`src/rtl/lite_cpu_pkg.sv`:
```
// rtl/lite_cpu_pkg.sv - shared fetch state encoding and opcode length decode
package lite_cpu_pkg;

  typedef enum logic [1:0] {
    S_REQ   = 2'd0,
    S_WAIT  = 2'd1,
    S_HOLD  = 2'd2,
    S_DRAIN = 2'd3
  } fetch_state_e;

  localparam int LEN_MSB = 7;
  localparam int LEN_LSB = 6;

  // Length field 00 -> 1 byte, 01 -> 2 bytes, 1x -> 3 bytes.
  function automatic logic [1:0] len_of(input logic [7:0] opcode);
    logic [1:0] len;
    case (opcode[LEN_MSB:LEN_LSB])
      2'b00:   len = 2'd1;
      2'b01:   len = 2'd2;
      default: len = 2'd3;
    endcase
    return len;
  endfunction

endpackage

```
`src/rtl/fetch_len_decode.sv`:
```
// rtl/fetch_len_decode.sv - combinational opcode to instruction length
module fetch_len_decode
  import lite_cpu_pkg::*;
(
  input  logic [7:0] opcode,
  output logic [1:0] instr_len
);

  assign instr_len = len_of(opcode);

endmodule

```
`src/rtl/fetch_unit.sv`:
```
// rtl/fetch_unit.sv - byte-serial instruction fetch and assembly from program ROM
// One ROM read outstanding at a time; jumps flush partial and in-flight fetches.
module fetch_unit
  import lite_cpu_pkg::*;
#(
  parameter int                   size_addr = 8,
  parameter logic [size_addr-1:0] reset_pc  = '0
) (
  input  logic                 clk,
  input  logic                 rst_n,
  output logic                 rom_read,
  output logic [size_addr-1:0] rom_address,
  input  logic                 rom_ready,
  input  logic [7:0]           rom_data,
  output logic                 instr_valid,
  input  logic                 instr_ready,
  output logic [23:0]          instr,
  output logic [1:0]           instr_len,
  output logic [size_addr-1:0] instr_pc,
  input  logic                 jump,
  input  logic [size_addr-1:0] jump_addr
);

  localparam logic [size_addr-1:0] PcOne = size_addr'(1);

  fetch_state_e         state_q, state_d;
  logic [size_addr-1:0] pc_q, pc_d;
  logic [size_addr-1:0] instr_pc_q, instr_pc_d;
  logic [1:0]           byte_idx_q, byte_idx_d;
  logic [1:0]           len_q, len_d;
  logic [23:0]          instr_q, instr_d;
  logic [1:0]           dec_len;
  logic [1:0]           eff_len;
  logic                 last_byte;
  logic                 capture;

  fetch_len_decode u_len_decode (
    .opcode    (rom_data),
    .instr_len (dec_len)
  );

  // On the opcode byte the stored length is stale, so use the fresh decode.
  assign eff_len   = (byte_idx_q == 2'd0) ? dec_len : len_q;
  assign last_byte = ({1'b0, byte_idx_q} + 3'd1) >= {1'b0, eff_len};
  assign capture   = (state_q == S_WAIT) && rom_ready && !jump;

  always_ff @(posedge clk or negedge rst_n) begin
    if (!rst_n) begin
      state_q <= S_REQ;
    end else begin
      state_q <= state_d;
    end
  end

  always_comb begin
    state_d = state_q;
    case (state_q)
      S_REQ:   state_d = S_WAIT;
      S_WAIT:  if (rom_ready) state_d = last_byte ? S_HOLD : S_REQ;
      S_HOLD:  if (instr_ready) state_d = S_REQ;
      S_DRAIN: if (rom_ready) state_d = S_REQ;
      default: state_d = S_REQ;
    endcase
    // A read already on its way to the ROM must be drained before reissuing.
    if (jump) begin
      case (state_q)
        S_REQ:   state_d = S_DRAIN;
        S_WAIT:  state_d = rom_ready ? S_REQ : S_DRAIN;
        S_HOLD:  state_d = S_REQ;
        S_DRAIN: state_d = rom_ready ? S_REQ : S_DRAIN;
        default: state_d = S_REQ;
      endcase
    end
  end

  always_comb begin
    rom_read    = (state_q == S_REQ);
    instr_valid = (state_q == S_HOLD);
  end

  always_comb begin
    pc_d       = pc_q;
    byte_idx_d = byte_idx_q;
    instr_d    = instr_q;
    len_d      = len_q;
    instr_pc_d = instr_pc_q;
    if (jump) begin
      pc_d       = jump_addr;
      byte_idx_d = 2'd0;
    end else if (capture) begin
      pc_d = pc_q + PcOne;
      case (byte_idx_q)
        2'd0: begin
          instr_d    = {16'h0000, rom_data};
          instr_pc_d = pc_q;
          len_d      = dec_len;
        end
        2'd1:    instr_d[15:8]  = rom_data;
        default: instr_d[23:16] = rom_data;
      endcase
      byte_idx_d = last_byte ? 2'd0 : byte_idx_q + 2'd1;
    end
  end

  always_ff @(posedge clk or negedge rst_n) begin
    if (!rst_n) begin
      pc_q       <= reset_pc;
      byte_idx_q <= 2'd0;
      instr_q    <= 24'h000000;
      len_q      <= 2'd0;
      instr_pc_q <= '0;
    end else begin
      pc_q       <= pc_d;
      byte_idx_q <= byte_idx_d;
      instr_q    <= instr_d;
      len_q      <= len_d;
      instr_pc_q <= instr_pc_d;
    end
  end

  assign rom_address = pc_q;
  assign instr       = instr_q;
  assign instr_len   = len_q;
  assign instr_pc    = instr_pc_q;

endmodule

```
`config.mk`:
```
export PLATFORM = sky130hd
export DESIGN_NAME = fetch_unit
export DESIGN_NICKNAME = d
export VERILOG_FILES = /design/src/rtl/lite_cpu_pkg.sv /design/src/rtl/fetch_len_decode.sv /design/src/rtl/fetch_unit.sv
export SDC_FILE = /design/constraint.sdc
export NUM_CORES = 1
export LEC_CHECK = 0
export CAP_MARGIN = 20
export CORE_ASPECT_RATIO = 0.6
export CORE_UTILIZATION = 50
export DETAILED_ROUTE_END_ITERATION = 12
export PLACE_DENSITY = 0.89
export SYNTH_ARGS = -nofsm -noshare
export SYNTH_HDL_FRONTEND = slang
export SYNTH_SLANG_ARGS = --single-unit
```
`constraint.sdc`:
```
create_clock -name clk -period 7.35 [get_ports clk]
set_input_delay 1.47 -clock clk [delete_from_list [all_inputs] [get_ports clk]]
set_output_delay 1.47 -clock clk [all_outputs]
set_load 0.01 [all_outputs]
```
# Yosys cells after proc, flatten, opt, wreduce, memory -nomap -nowiden
# Cells that the tools add are included.
dict set report totals {
  reg_bits 46
  input_bits 21
  output_inout_bits 44
}
dict set report classes {
  eq_ne 8
  n_mux 17
  n_reduce_logical 14
  n_bitwise 2
  order_cmp 1
  addsub 3
}
# operator count
set ops {}
lappend ops {{case mux 8 bit (2 select lines)} 2}
lappend ops {{2-to-1 mux 2 bit} 10}
lappend ops {{2-to-1 mux 8 bit} 2}
lappend ops {{AND reduction 3 bit} 4}
lappend ops {{adder 8 x 1 -> 8 bit (second input constant)} 1}
lappend ops {{case mux 2 bit (4 select lines)} 1}
lappend ops {{== test 2 x 1 -> 1 bit (second input constant)} 3}
lappend ops {{zero test 2 bit} 3}
lappend ops {{!= test 3 bit (second input constant)} 2}
lappend ops {{case mux 2 bit (3 select lines)} 1}
lappend ops {{== test 2 bit (second input constant)} 2}
lappend ops {{case mux 2 bit (2 select lines)} 1}
lappend ops {{nonzero test 2 bit} 2}
lappend ops {{adder 2 x 1 -> 3 bit (second input constant)} 1}
lappend ops {{greater-or-equal comparator 3 x 2 -> 1 bit} 1}
lappend ops {{!= test 3 x 1 -> 1 bit (second input constant)} 1}
lappend ops {{adder 2 x 1 -> 2 bit (second input constant)} 1}
lappend ops {{logical AND 1 bit} 2}
lappend ops {{NOT 1 bit} 2}
lappend ops {{AND reduction 2 bit} 1}
lappend ops {{OR reduction 2 bit} 1}
lappend ops {{zero test 1 bit} 1}

# Depth between registers and ports, before layout
# Gate-level depths: netlist of run 1.
dict set report depth {
  depth_word 8
  mapped_depth 9
  mapped_depth_nobuf 9
}

# Hierarchy
# From an unflattened synthesis of run 1, not the netlist that was laid out.
dict set report hier_totals {
  hier_cells 174
  area_unflattened_um2 2135.8
}
# module n_inst cells_per_inst area_each_um2
set modules_own_cells {}
lappend modules_own_cells {fetch_unit 1 172 2123.3}
lappend modules_own_cells {fetch_len_decode 1 2 12.5}

# Worst setup path before layout of run 1
# No wires, ideal clock.
dict set report synth_timing {
  path_type {input to register}
  start {input rom_data[6]}
  end {register state_q[1]}
  setup_slack_ps 4443
  cell_stages 6
  required_ps 7263
  setup_ps 87
  path_buffers 0
  arrival_time_ps 2820
  cell_sequence {nor2_1 a21oi_1 fa_1 o31a_1 or3_1 a22oi_1}
}
dict set report synth_between {
  elab_chain_cells 8
}
# item line_no
set synth_rtl {}
lappend synth_rtl {{start, declared} fetch_unit.sv:14} ;# input logic [7:0] rom_data,
lappend synth_rtl {{== test 2 x 1 -> 1 bit or zero test 2 bit (tied branches)} lite_cpu_pkg.sv:17} ;# case (opcode[LEN_MSB:LEN_LSB])
lappend synth_rtl {{case mux 2 bit (2 select lines) *} lite_cpu_pkg.sv:17}
lappend synth_rtl {{2-to-1 mux 2 bit *} n/a}
lappend synth_rtl {{net eff_len[1]} fetch_unit.sv:33} ;# logic [1:0] eff_len;
lappend synth_rtl {{greater-or-equal comparator 3 x 2 -> 1 bit *} fetch_unit.sv:44} ;# assign last_byte = ({1'b0, byte_idx_q} + 3'd1) >= {1'b0, eff_len};
lappend synth_rtl {{2-to-1 mux 2 bit * (2 in series)} fetch_unit.sv:59} ;# S_WAIT: if (rom_ready) state_d = last_byte ? S_HOLD : S_REQ;
lappend synth_rtl {{case mux 2 bit (4 select lines) *} fetch_unit.sv:57} ;# case (state_q)
lappend synth_rtl {{2-to-1 mux 2 bit *} fetch_unit.sv:65} ;# if (jump) begin
lappend synth_rtl {{end signal, assigned} fetch_unit.sv:51} ;# state_q <= state_d;
lappend synth_rtl {{end, declared} fetch_unit.sv:26} ;# fetch_state_e state_q, state_d;
# The timed path passes the listed nets; every way through them passes the cells marked *. The select of a mux whose other input is x is not followed.
# A chain may end at the register's enable or synchronous reset.

# Final worst setup path of run 1
# Ends and elaborated chain as after synthesis.

==> metrics.log, run 1 <==
INFO  metric status = completed
INFO  metric cts_htree_levels = 2
INFO  metric ys_ff_latch = 46
INFO  metric timing.clock.skew = around 0.0052 ns
INFO  metric fillers = around 260
INFO  metric num_rows = 17
INFO  metric worst_ep_required_time = 7.56 ns
INFO  metric p_per_area = approximately 330 nW/um2
INFO  metric end_kind = flop
INFO  metric area.sequential = 1150 um2
INFO  metric grt_overflow_total = 0
INFO  metric mappedNetlistNets = between 200 and 250
INFO  metric report.final.setup_viol = 0
INFO  metric max_slew_margin = 0.424
INFO  metric grt_pass1_wl = 7.76 mm
INFO  metric timing.max_cap.violations = 0
INFO  metric die_wd = ~85 um
INFO  metric final-max-slew-violation-count = 0
INFO  metric detail_route.first_pass.iterations = 4
INFO  metric rsz0062_at_grt = false
INFO  metric finalWeightedCongestion = roughly 0.81
INFO  metric syn-mean-instance-area = around 12 um2
INFO  metric hold_ws = between 0.4 and 0.5 ns
INFO  metric clkSlewWorstSetupHoldPaths = ~0.08 ns
INFO  metric timing.critical_path.fanout_max = 5
INFO  metric p_total = between 0.0009 and 0.001 W
INFO  metric coreArea = 3810 um2
INFO  metric floorplan.die_area = 4410 um2
INFO  metric finalCriticalPeriod = 3.34 ns
INFO  metric number_of_global_route_vias_before_repair = about 1500
INFO  metric drt_first_iter_violations = 60
INFO  metric layout-drive-gt1-share = 0.133
INFO  metric starting_density_of_the_core = 0.544
INFO  metric post_detailed_route_drc_marker_count = 0
INFO  metric min_period_over_period = 0.454
INFO  metric max_freq = 299 MHz
INFO  metric pin_count = 65
INFO  metric via_per_inst = 5.47
INFO  metric quantity_of_gates_resized_following_cts = 0
INFO  metric drtAntennaViolNets = 0
INFO  metric grt_start_max_net_pins = between 40 and 50
INFO  metric diodes = 0
INFO  metric numCtsBuffers = 5
INFO  metric antenna_violations_before_repair = 0
INFO  metric placed_cell_area = roughly 2700 um2
INFO  metric ctsRootBufferMaster = clkbuf_8
INFO  metric insertion_delay = roughly 0.30 ns
INFO  metric routed-via-count = between 1500 and 2000
INFO  metric timing.setup.critical_path_class = primary input to flop
INFO  metric timing_hold_violations_final = 0
INFO  metric post_drt_wl_per_cell = 16.7 um
INFO  metric clock-sinks = 46
INFO  metric startpoint_type = primary input
INFO  metric hold_path_class = flop to flop
INFO  metric finalWirelength = ~4.8 mm
INFO  metric dp_hpwl = approximately 3.4 mm
INFO  metric tritoncts = built
INFO  metric areaGrowthSynthToFinish = 36.5%
INFO  metric cts_max_path_buffers = 2
INFO  metric yosysWarnings = 0
INFO  metric multiInputGateArea = between 800 and 900 um2
INFO  metric timing.critical_path.arrival = ~3.6 ns
INFO  metric syn_inst = around 170
INFO  metric total_grt_usage = 0.240
INFO  metric synth-seq-area-share = 0.556
INFO  metric postCtsHoldBufs = 0
INFO  metric yosys.cell_types.count = 37
INFO  metric final.setup.tns = 0 ns
INFO  metric fin_nets = 267
INFO  metric max_slew.worst_pin.slew = 0.857 ns
INFO  metric ir_worst_vdd = around 0.19 mV
INFO  metric power.leakage = around 1.2 nW
INFO  metric floorplan.die.height = between 50 and 60 um
INFO  metric fin_area = 2830 um2
INFO  metric post_synth_instance_area = roughly 2100 um2
INFO  metric post-cts-setup-buffers = 0
INFO  metric io_buffers = between 60 and 70
==> registers in the layout, summed over array words and instances, names as in the netlist <==
| register | count |
|---|---|
| byte_idx_q | 2 |
| instr_pc | 8 |
| instr | 24 |
| rom_address | 8 |
| instr_len | 2 |
| state_q | 2 |
==> synth_stat cells <==
cell type / n / area (um2)
o21ai_0: 8 / 40.0
nor2_4: 1 / 11.3
a22o_1: 8 / 70.1
nand4_4: 1 / 21.3
and2_1: 1 / 6.26
or4_1: 1 / 7.51
nand3b_4: 1 / 20.0
nand2_1: 28 / 105
nand2_2: 1 / 6.26
or3_1: 2 / 12.5
nor3_1: 1 / 5.00
and3_1: 1 / 6.26
buf_6: 2 / 22.5
fa_1: 1 / 20.0
buf_2: 1 / 5.00
clkbuf_1: 3 / 11.3
ha_1: 5 / 62.6
mux2i_1: 1 / 10.0
a22oi_1: 2 / 15.0
xor2_1: 5 / 43.8
xnor2_1: 1 / 8.76
nor2b_1: 2 / 12.5
and2b_2: 1 / 8.76
o31a_1: 1 / 8.76
mux2_2: 18 / 203
nand4_1: 3 / 18.8
a21oi_1: 5 / 25.0
buf_4: 1 / 7.51
nor2_1: 5 / 18.8
a31oi_1: 1 / 6.26
o21ai_1: 1 / 5.00
inv_1: 3 / 11.3
dfrtp_1: 46 / 1150
o31ai_1: 1 / 7.51
nand3b_1: 7 / 52.6
and3b_1: 1 / 8.76
nand3_1: 3 / 15.0
==> final cells by class <==
class / count / area share
tap: 47 / 0.0208
clock buffer: 6 / 0.0257
inverter: 3 / 0.00398
multi-input combinational: 118 / 0.305
timing repair buffer: 66 / 0.235
sequential: 46 / 0.407
clock inverter: 1 / 0.00266
==> report_power, final <==
group          leakage [nW]  total (W)  internal [W]  switching, W
clock network        0.0373   0.000147     0.0000653     0.0000813
logic                 0.612   0.000391      0.000233      0.000158
registers             0.584   0.000398      0.000336     0.0000621
total                  1.23   0.000936      0.000635      0.000301
==> cell families after synthesis <==
family	after synthesis	synth area share
AND/OR/NAND/NOR	60	0.163
AO/OA/AOI/OAI	27	0.0858
buffers and inverters	10	0.0278
multiplexers	19	0.103
flip-flops	46	0.556
XOR/XNOR	6	0.0254
adder cells (fa/ha/maj)	6	0.0399
==> layer usage <==
| metal | track usage | vias to the layer above | share of wire |
|---|---|---|---|
| met3 | 0.0571 | 9 | 0.063 |
| met4 | 0.0932 | 0 | 0.017 |
| met2 | 0.355 | 53 | 0.45 |
| met5 | 0 | - | 0 |
| met1 | 0.346 | 772 | 0.47 |
| li1 | - | 736 | - |
==> layout by cell type (no fill, tap or decap) <==
master and n:
a21oi_1 5, a22o_1 8, a22oi_1 2, a31oi_1 1, and2_1 1, and2b_2 1, and3_1 1, and3b_1 1
buf_12 1, buf_2 1, buf_4 1, clkbuf_1 1, clkbuf_8 5, clkdlybuf4s50_1 63, clkinvlp_4 1, dfrtp_1 46
fa_1 1, ha_1 5, inv_1 3, mux2_2 18, mux2i_1 1, nand2_1 28, nand2_2 1, nand3_1 3
nand3b_1 7, nand3b_4 1, nand4_1 3, nand4_4 1, nor2_1 5, nor2_4 1, nor2b_1 2, nor3_1 1
o21ai_0 8, o21ai_1 1, o31a_1 1, o31ai_1 1, or3_1 2, or4_1 1, xnor2_1 1, xor2_1 5
==> critical path: stages <==
cell and delay, ns:
clkdlybuf4s50_1 0.58, nor2_1 0.08, a21oi_1 0.20, fa_1 0.45
o31a_1 0.31, or3_1 0.32, a22oi_1 0.15
==> stage by stage <==
| step | cells | utilization | setup WS, ns |
|---|---|---|---|
| CTS | 286 | 0.737 | 4.02 |
| finish | 287 | 0.742 | 4.01 |
| global route | 287 | 0.742 | 3.94 |
| floorplan | 174 | - | 4.44 |
| global placement | 279 | 0.716 | 3.77 |
| detailed placement | 279 | 0.716 | 3.71 |
==> worst paths after layout <==
path | endpoint | cells past startpoint | from | slack (ns)
max | state_q[1] | 7 | rom_data[6] | 4.01
min | instr[17] | 2 | instr[17] | 0.48
max reg2reg | state_q[1] | 8 | byte_idx_q[0] | 4.73
min reg2reg | instr[17] | 2 | instr[17] | 0.48
max in group asynchronous | instr_pc[0] | 2 | rst_n | 5.87
min in group asynchronous | state_q[1] | 1 | rst_n | 1.02
No activity file was read; power rests on OpenSTA's default activity.
==> run 2: changes to the inputs <==
- CORE_UTILIZATION: 50 -> 46
- PLACE_DENSITY: 0.89 -> 0.83
- clock period: 7.35 -> 3.1 ns (I/O delays scaled with it)
==> metrics.log, run 2 (same netlist as run 1, synthesis figures left out) <==
INFO  metric power.leakage = 1.25 nW (+1.6%)
INFO  metric drt_first_iter_violations = 80 (+33%)
INFO  metric timing.critical_path.arrival = 2.83 ns (-0.72 ns)
INFO  metric coreArea = 4210 um2 (+11%)
INFO  metric ctsRootBufferMaster = clkbuf_8
INFO  metric finalWirelength = 4.50 mm (-6.4%)
INFO  metric insertion_delay = 0.29 ns (about the same)
INFO  metric status = completed
INFO  metric total_grt_usage = 0.210 (-0.0309)
INFO  metric cts_max_path_buffers = 2 (unchanged)
INFO  metric slowest_stage_cell_on_the_critical_path = dfrtp_1
INFO  metric fillers = 332 (+27%)
INFO  metric final.setup.tns = 0 ns (unchanged)
INFO  metric use_met3 = 0.0445 (-0.0127)
INFO  metric cp_cell_sequence = inv_1 > ha_1 > nor2_1 > a21oi_1 > fa_1 > o31a_1 > or3_1 > a22oi_1
INFO  metric dp_hpwl = 3.28 mm (-4.3%)
INFO  metric max_slew.worst_pin.slew = 0.798 ns (-0.0592 ns)
INFO  metric io_buffers = 64 (unchanged)
INFO  metric starting_density_of_the_core = 0.492 (-0.0522)
INFO  metric pin_count = 65 (unchanged)
INFO  metric via_per_inst = 5.06 (-7.5%)
INFO  metric hold_path_class = primary input to async pin
INFO  metric routed-via-count = 1518 (-3.3%)
INFO  metric max_freq = between 300 and 400 MHz
INFO  metric post-cts-setup-buffers = 0 (unchanged)
INFO  metric post_detailed_route_drc_marker_count = 0 (unchanged)
INFO  metric critical-path-max-stage-delay = 0.44 ns (-0.14 ns)
INFO  metric quantity_of_gates_resized_following_cts = 0 (unchanged)
INFO  metric worst_setup_path_endpoint = state_q[1]
INFO  metric fin_nets = 267 (unchanged)
INFO  metric max_slew_margin = 0.464 (+0.0398)
INFO  metric reg2regPathDepth = 8 (unchanged)
INFO  metric worst_ep_required_time = 3.30 ns (-4.26 ns)
INFO  metric timing.setup.critical_path_class = flop to flop
INFO  metric largest_reg_flops = 24 (unchanged)
INFO  metric final_cell_mix = clkdlybuf4s50_1 (63), dfrtp_1 (46), nand2_1 (28)
INFO  metric hold_ws = 0.117 ns (-0.362 ns)
INFO  metric number_of_global_route_vias_before_repair = 1405 (-9.1%)
INFO  metric drtAntennaViolNets = 0 (unchanged)
INFO  metric grt_overflow_total = 0 (unchanged)
INFO  metric regToRegSetupSlack = 0.48 ns (-4.25 ns)
INFO  metric clkSlewWorstSetupHoldPaths = 0.08 ns (about the same)
INFO  metric startpoint_type = flop
INFO  metric timing_hold_violations_final = 0 (unchanged)
INFO  metric global_route.usage.met1 = 0.315 (-0.0315)
INFO  metric tritoncts = built
INFO  metric rsz0062_at_grt = false
INFO  metric finalWeightedCongestion = 0.815 (+0.77%)
INFO  metric num_rows = 18 (+1)
INFO  metric cts_htree_levels = 2 (unchanged)
INFO  metric clock-sinks = 46 (unchanged)
INFO  metric global_route.usage.met2 = 0.299 (-0.0561)
INFO  metric p_per_area = 804 nW/um2 (+140%)
INFO  metric final-max-slew-violation-count = 0 (unchanged)
INFO  metric r2r_end = state_q[1]
INFO  metric die_wd = 88.6 um (+4.2%)
INFO  metric timing.rr.start = byte_idx_q[0]
INFO  metric detail_route.first_pass.iterations = 4 (unchanged)
INFO  metric placed_cell_area = 2740 um2 (+0.60%)
INFO  metric finalCriticalPeriod = around 2.6 ns
INFO  metric min_period_over_period = 0.846
INFO  metric timing.clock.skew = 0.00500 ns (-0.000239 ns)
INFO  metric timing.critical_path.fanout_max = 14 (+9)
INFO  metric numCtsBuffers = 5 (unchanged)
INFO  metric post_drt_wl_per_cell = 15.0 um (-10%)
INFO  metric floorplan.die.height = 54.0 um (+4.1%)
INFO  metric diodes = 0 (unchanged)
INFO  metric postCtsHoldBufs = 0 (unchanged)
INFO  metric end_kind = flop
INFO  metric global_route.peak_usage_layer = met1
INFO  metric ir_worst_vdd = 0.396 mV (+100%)
INFO  metric layout-drive-gt1-share = 0.138 (+0.00417)
INFO  metric report.final.setup_viol = 0 (unchanged)
INFO  metric start_point_of_the_critical_path = byte_idx_q[0]
INFO  metric fin_area = 2880 um2 (+1.7%)
INFO  metric antenna_violations_before_repair = 0 (unchanged)
INFO  metric final_common_cell = clkdlybuf4s50_1
INFO  metric grt_pass1_wl = 7.14 mm (-7.9%)
INFO  metric grt_start_max_net_pins = 47 (unchanged)
INFO  metric finish.cell_count_without_fillers = 300 (+4.5%)
INFO  metric dp_cells = 292 (+4.7%)
INFO  metric timing.max_cap.violations = 0 (unchanged)
INFO  metric floorplan.die_area = 4780 um2 (+8.4%)
INFO  metric areaGrowthSynthToFinish = 38.9%
==> run 2: changes by cell type in the layout (fill, tap and decap cells not counted) <==
cell and delta:
bufinv_16 +1, clkbuf_1 -1, clkinvlp_4 -1, clkbuf_8 +1
==> run 2: layout make-up <==
| cell class | count | area (um2) | share of cell area |
|---|---|---|---|
| repair buffers | 66 | 663 | 0.231 |
| flip-flops and latches | 46 | 1150 | 0.400 |
| clock buffers | 6 | 82.6 | 0.0287 |
| clock inverters | 1 | 30.0 | 0.0104 |
| well taps | 60 | 75.1 | 0.0261 |
| inverters | 3 | 11.3 | 0.00392 |
| multi-input cells | 118 | 862 | 0.300 |
==> run 2: routing by layer <==
| metal | part of all wire | vias up |
|---|---|---|
| met5 | 0 | - |
| met4 | 0.010 | 0 |
| met3 | 0.047 | 5 |
| met2 | 0.42 | 41 |
| met1 | 0.52 | 730 |
| li1 | - | 742 |
==> run 2: worst min-delay path by stage <==
stage              start             to  slack [ns]
4_1_cts        instr[19]      instr[19]        0.49
2_1_floorplan      rst_n  byte_idx_q[0]        0.32
6_report           rst_n    instr_pc[4]        0.12
5_1_grt            rst_n    instr_pc[4]        0.11
3_5_place_dp   instr[19]      instr[19]        0.47
3_3_place_gp   instr[16]      instr[16]        0.45
==> run 2: worst max-delay path, delay by kind of cell (launching register included) <==
kind	cells	cell delay, ns
AO/OA/AOI/OAI	3	0.68
AND/OR/NAND/NOR	2	0.40
flip-flops	1	0.44
buffers and inverters	1	0.14
adder cells (fa/ha/maj)	2	0.87
==> run 2: metrics by stage <==
stage	power, W	util	setup slack (ns)
6_report	0.00231	0.683	0.477
5_1_grt	0.00245	0.683	0.184
4_1_cts	0.00232	0.678	0.518
3_5_place_dp	0.00187	0.651	0.311
3_3_place_gp	0.00185	0.651	0.381
2_1_floorplan	0.00137	-	0.774
==> run 2: where the power goes <==
group	switching, W	internal (W)	total, W	leakage [nW]
Combinational	0.000363	0.000552	0.000914	0.612
Sequential	0.000152	0.000797	0.000950	0.584
Clock	0.000189	0.000258	0.000447	0.0573
==> run 3: changes to the inputs <==
- CORE_UTILIZATION: 46 -> 42
- PLACE_DENSITY: 0.83 -> 0.8
- clock period: 3.1 -> 2.2 ns (I/O delays scaled with it)
==> metrics.log, run 3 (same netlist as run 1, synthesis figures left out) <==
INFO  metric grt_overflow_total = 0 (unchanged)
INFO  metric finalWeightedCongestion = 0.758 (-7.1%)
INFO  metric final_cell_mix = clkdlybuf4s50_1 (63), dfrtp_1 (46), nand2_1 (28)
INFO  metric grt_start_max_net_pins = 31 (-34%)
INFO  metric via_per_inst = 5.10 (+0.70%)
INFO  metric global_route.usage.met1 = 0.310 (-0.00524)
INFO  metric timing.rr.start = byte_idx_q[1]
INFO  metric global_route.peak_usage_layer = met1
INFO  metric detail_route.first_pass.iterations = 5 (+1)
INFO  metric areaGrowthSynthToFinish = 43.4%
INFO  metric grt_pass1_wl = 7.94 mm (+11%)
INFO  metric timing.final.ws_setup = 0.0266 ns (-0.450 ns)
INFO  metric routed-via-count = 1600 (+5.4%)
INFO  metric drt_first_iter_violations = 81 (+1.3%)
INFO  metric cp.buffers_inverters = 1 (unchanged)
INFO  metric starting_density_of_the_core = 0.444 (-0.0473)
INFO  metric coreArea = 4660 um2 (+11%)
INFO  metric layout-drive-gt1-share = 0.191 (+0.0537)
INFO  metric numCtsBuffers = 5 (unchanged)
INFO  metric postCtsHoldBufs = 0 (unchanged)
INFO  metric cts_max_path_buffers = 2 (unchanged)
INFO  metric start_point_of_the_critical_path = rom_data[6]
INFO  metric timing.critical_path.fanout_max = 3 (-11)
INFO  metric clkSlewWorstSetupHoldPaths = 0.09 ns (about the same)
INFO  metric slowest_stage_cell_on_the_critical_path = clkdlybuf4s50_1
INFO  metric floorplan.die.height = 56.4 um (+4.5%)
INFO  metric cts_htree_levels = 2 (unchanged)
INFO  metric insertion_delay = 0.30 ns (about the same)
INFO  metric total_grt_usage = 0.200 (-0.00978)
INFO  metric finalCriticalPeriod = between 2 and 2.5 ns
INFO  metric timing.critical_path.arrival = 2.39 ns (-0.44 ns)
INFO  metric ctsRootBufferMaster = clkbuf_8
INFO  metric end_kind = flop
INFO  metric min_period_over_period = 0.988
INFO  metric pin_count = 65 (unchanged)
INFO  metric post_detailed_route_drc_marker_count = 0 (unchanged)
INFO  metric dp_hpwl = 3.52 mm (+7.3%)
INFO  metric report.final.setup_viol = 0 (unchanged)
INFO  metric startpoint_type = primary input
INFO  metric antenna_violations_before_repair = 0 (unchanged)
INFO  metric max_slew.worst_pin.slew = 0.701 ns (-0.0968 ns)
INFO  metric post_drt_wl_per_cell = 15.2 um (+1.6%)
INFO  metric drtAntennaViolNets = 0 (unchanged)
INFO  metric largest_reg_flops = 24 (unchanged)
INFO  metric finalWirelength = 4.78 mm (+6.3%)
INFO  metric p_per_area = 1120 nW/um2 (+40%)
INFO  metric final.setup.tns = 0 ns (unchanged)
INFO  metric timing.clock.skew = 0.00903 ns (+0.00404 ns)
INFO  metric num_rows = 19 (+1)
INFO  metric timing.setup.critical_path_class = primary input to flop
INFO  metric number_of_global_route_vias_before_repair = 1524 (+8.5%)
INFO  metric diodes = 0 (unchanged)
INFO  metric cp_cell_sequence = clkdlybuf4s50_1 > nor2_1 > a21oi_2 > fa_1 > o31a_1 > or3_1 > a22oi_1
INFO  metric p_total = 0.00333 W (+44%)
INFO  metric rsz0062_at_grt = false
INFO  metric power.leakage = 1.31 nW (+4.2%)
INFO  metric placement.setup.worst_slack = -0.251 ns (-0.561 ns)
INFO  metric max_freq = around 460 MHz
INFO  metric global_route.usage.met2 = 0.284 (-0.0151)
INFO  metric hold_path_class = primary input to async pin
INFO  metric timing_hold_violations_final = 0 (unchanged)
INFO  metric io_buffers = 64 (unchanged)
INFO  metric ir_worst_vdd = 0.540 mV (+36%)
INFO  metric tritoncts = built
INFO  metric final_core_util = 0.637 (-0.0452)
INFO  metric die_wd = 92.7 um (+4.6%)
INFO  metric use_met3 = 0.0447 (+0.000237)
INFO  metric fin_nets = 277 (+3.7%)
INFO  metric clock-sinks = 46 (unchanged)
INFO  metric crit_family = compound AO/OA/AOI/OAI gates
INFO  metric final-max-slew-violation-count = 0 (unchanged)
INFO  metric worst_ep_required_time = 2.41 ns (-0.89 ns)
INFO  metric floorplan.die_area = 5220 um2 (+9.2%)
INFO  metric max_slew_margin = 0.529 (+0.0655)
INFO  metric final_common_cell = clkdlybuf4s50_1
INFO  metric status = completed
INFO  metric critical-path-max-stage-delay = 0.49 ns (+0.05 ns)
INFO  metric timing.max_cap.violations = 0 (unchanged)
run 3: metrics by stage:
stage          std cells  cell area, um2  hold slack (ns)
2_1_floorplan        174            2080            0.144
3_3_place_gp         304            2830            0.382
3_5_place_dp         304            2830            0.385
4_1_cts              312            2960           0.0530
5_1_grt              314            2970           0.0546
6_report             314            2970           0.0473
run 3: worst paths after layout:
path / end / slack, ns / depth (start not counted)
worst max-delay path: state_q[1] / 0.03 / 7
worst min-delay path: instr[2] / 0.05 / 1
max in group asynchronous: rom_address[2] / 1.66 / 2
worst max register to register: state_q[1] / 0.04 / 8
min in group clk: instr[21] / 0.48 / 2
worst min register to register: instr[21] / 0.48 / 2
run 3: what timing repair did:
action,4_1_cts,5_1_grt
gates resized for setup,1,1
buffers inserted,0,2
pin swaps,0,1
endpoints found under the setup margin,1,1
run 3: area by class of cell:
class / count / area (um2)
Fill cell: 382 / 1690
Timing Repair Buffer: 76 / 738
Clock inverter: 3 / 43.8
Tap cell: 63 / 78.8
Clock buffer: 5 / 68.8
Multi-Input combinational cell: 118 / 878
Sequential cell: 46 / 1150
Inverter: 3 / 11.3
run 3: where the power goes:
group	internal (W)	total [W]	switching [W]
combinational	0.000824	0.00136	0.000538
sequential	0.00112	0.00134	0.000213
clock	0.000341	0.000633	0.000292
total	0.00229	0.00333	0.00104
run 3: routing by layer:
metal | vias to the layer above | wire, um
met4 | 0 | 18
met2 | 57 | 2010
met3 | 2 | 303
li1 | 768 | -
met5 | - | 0
met1 | 773 | 2450
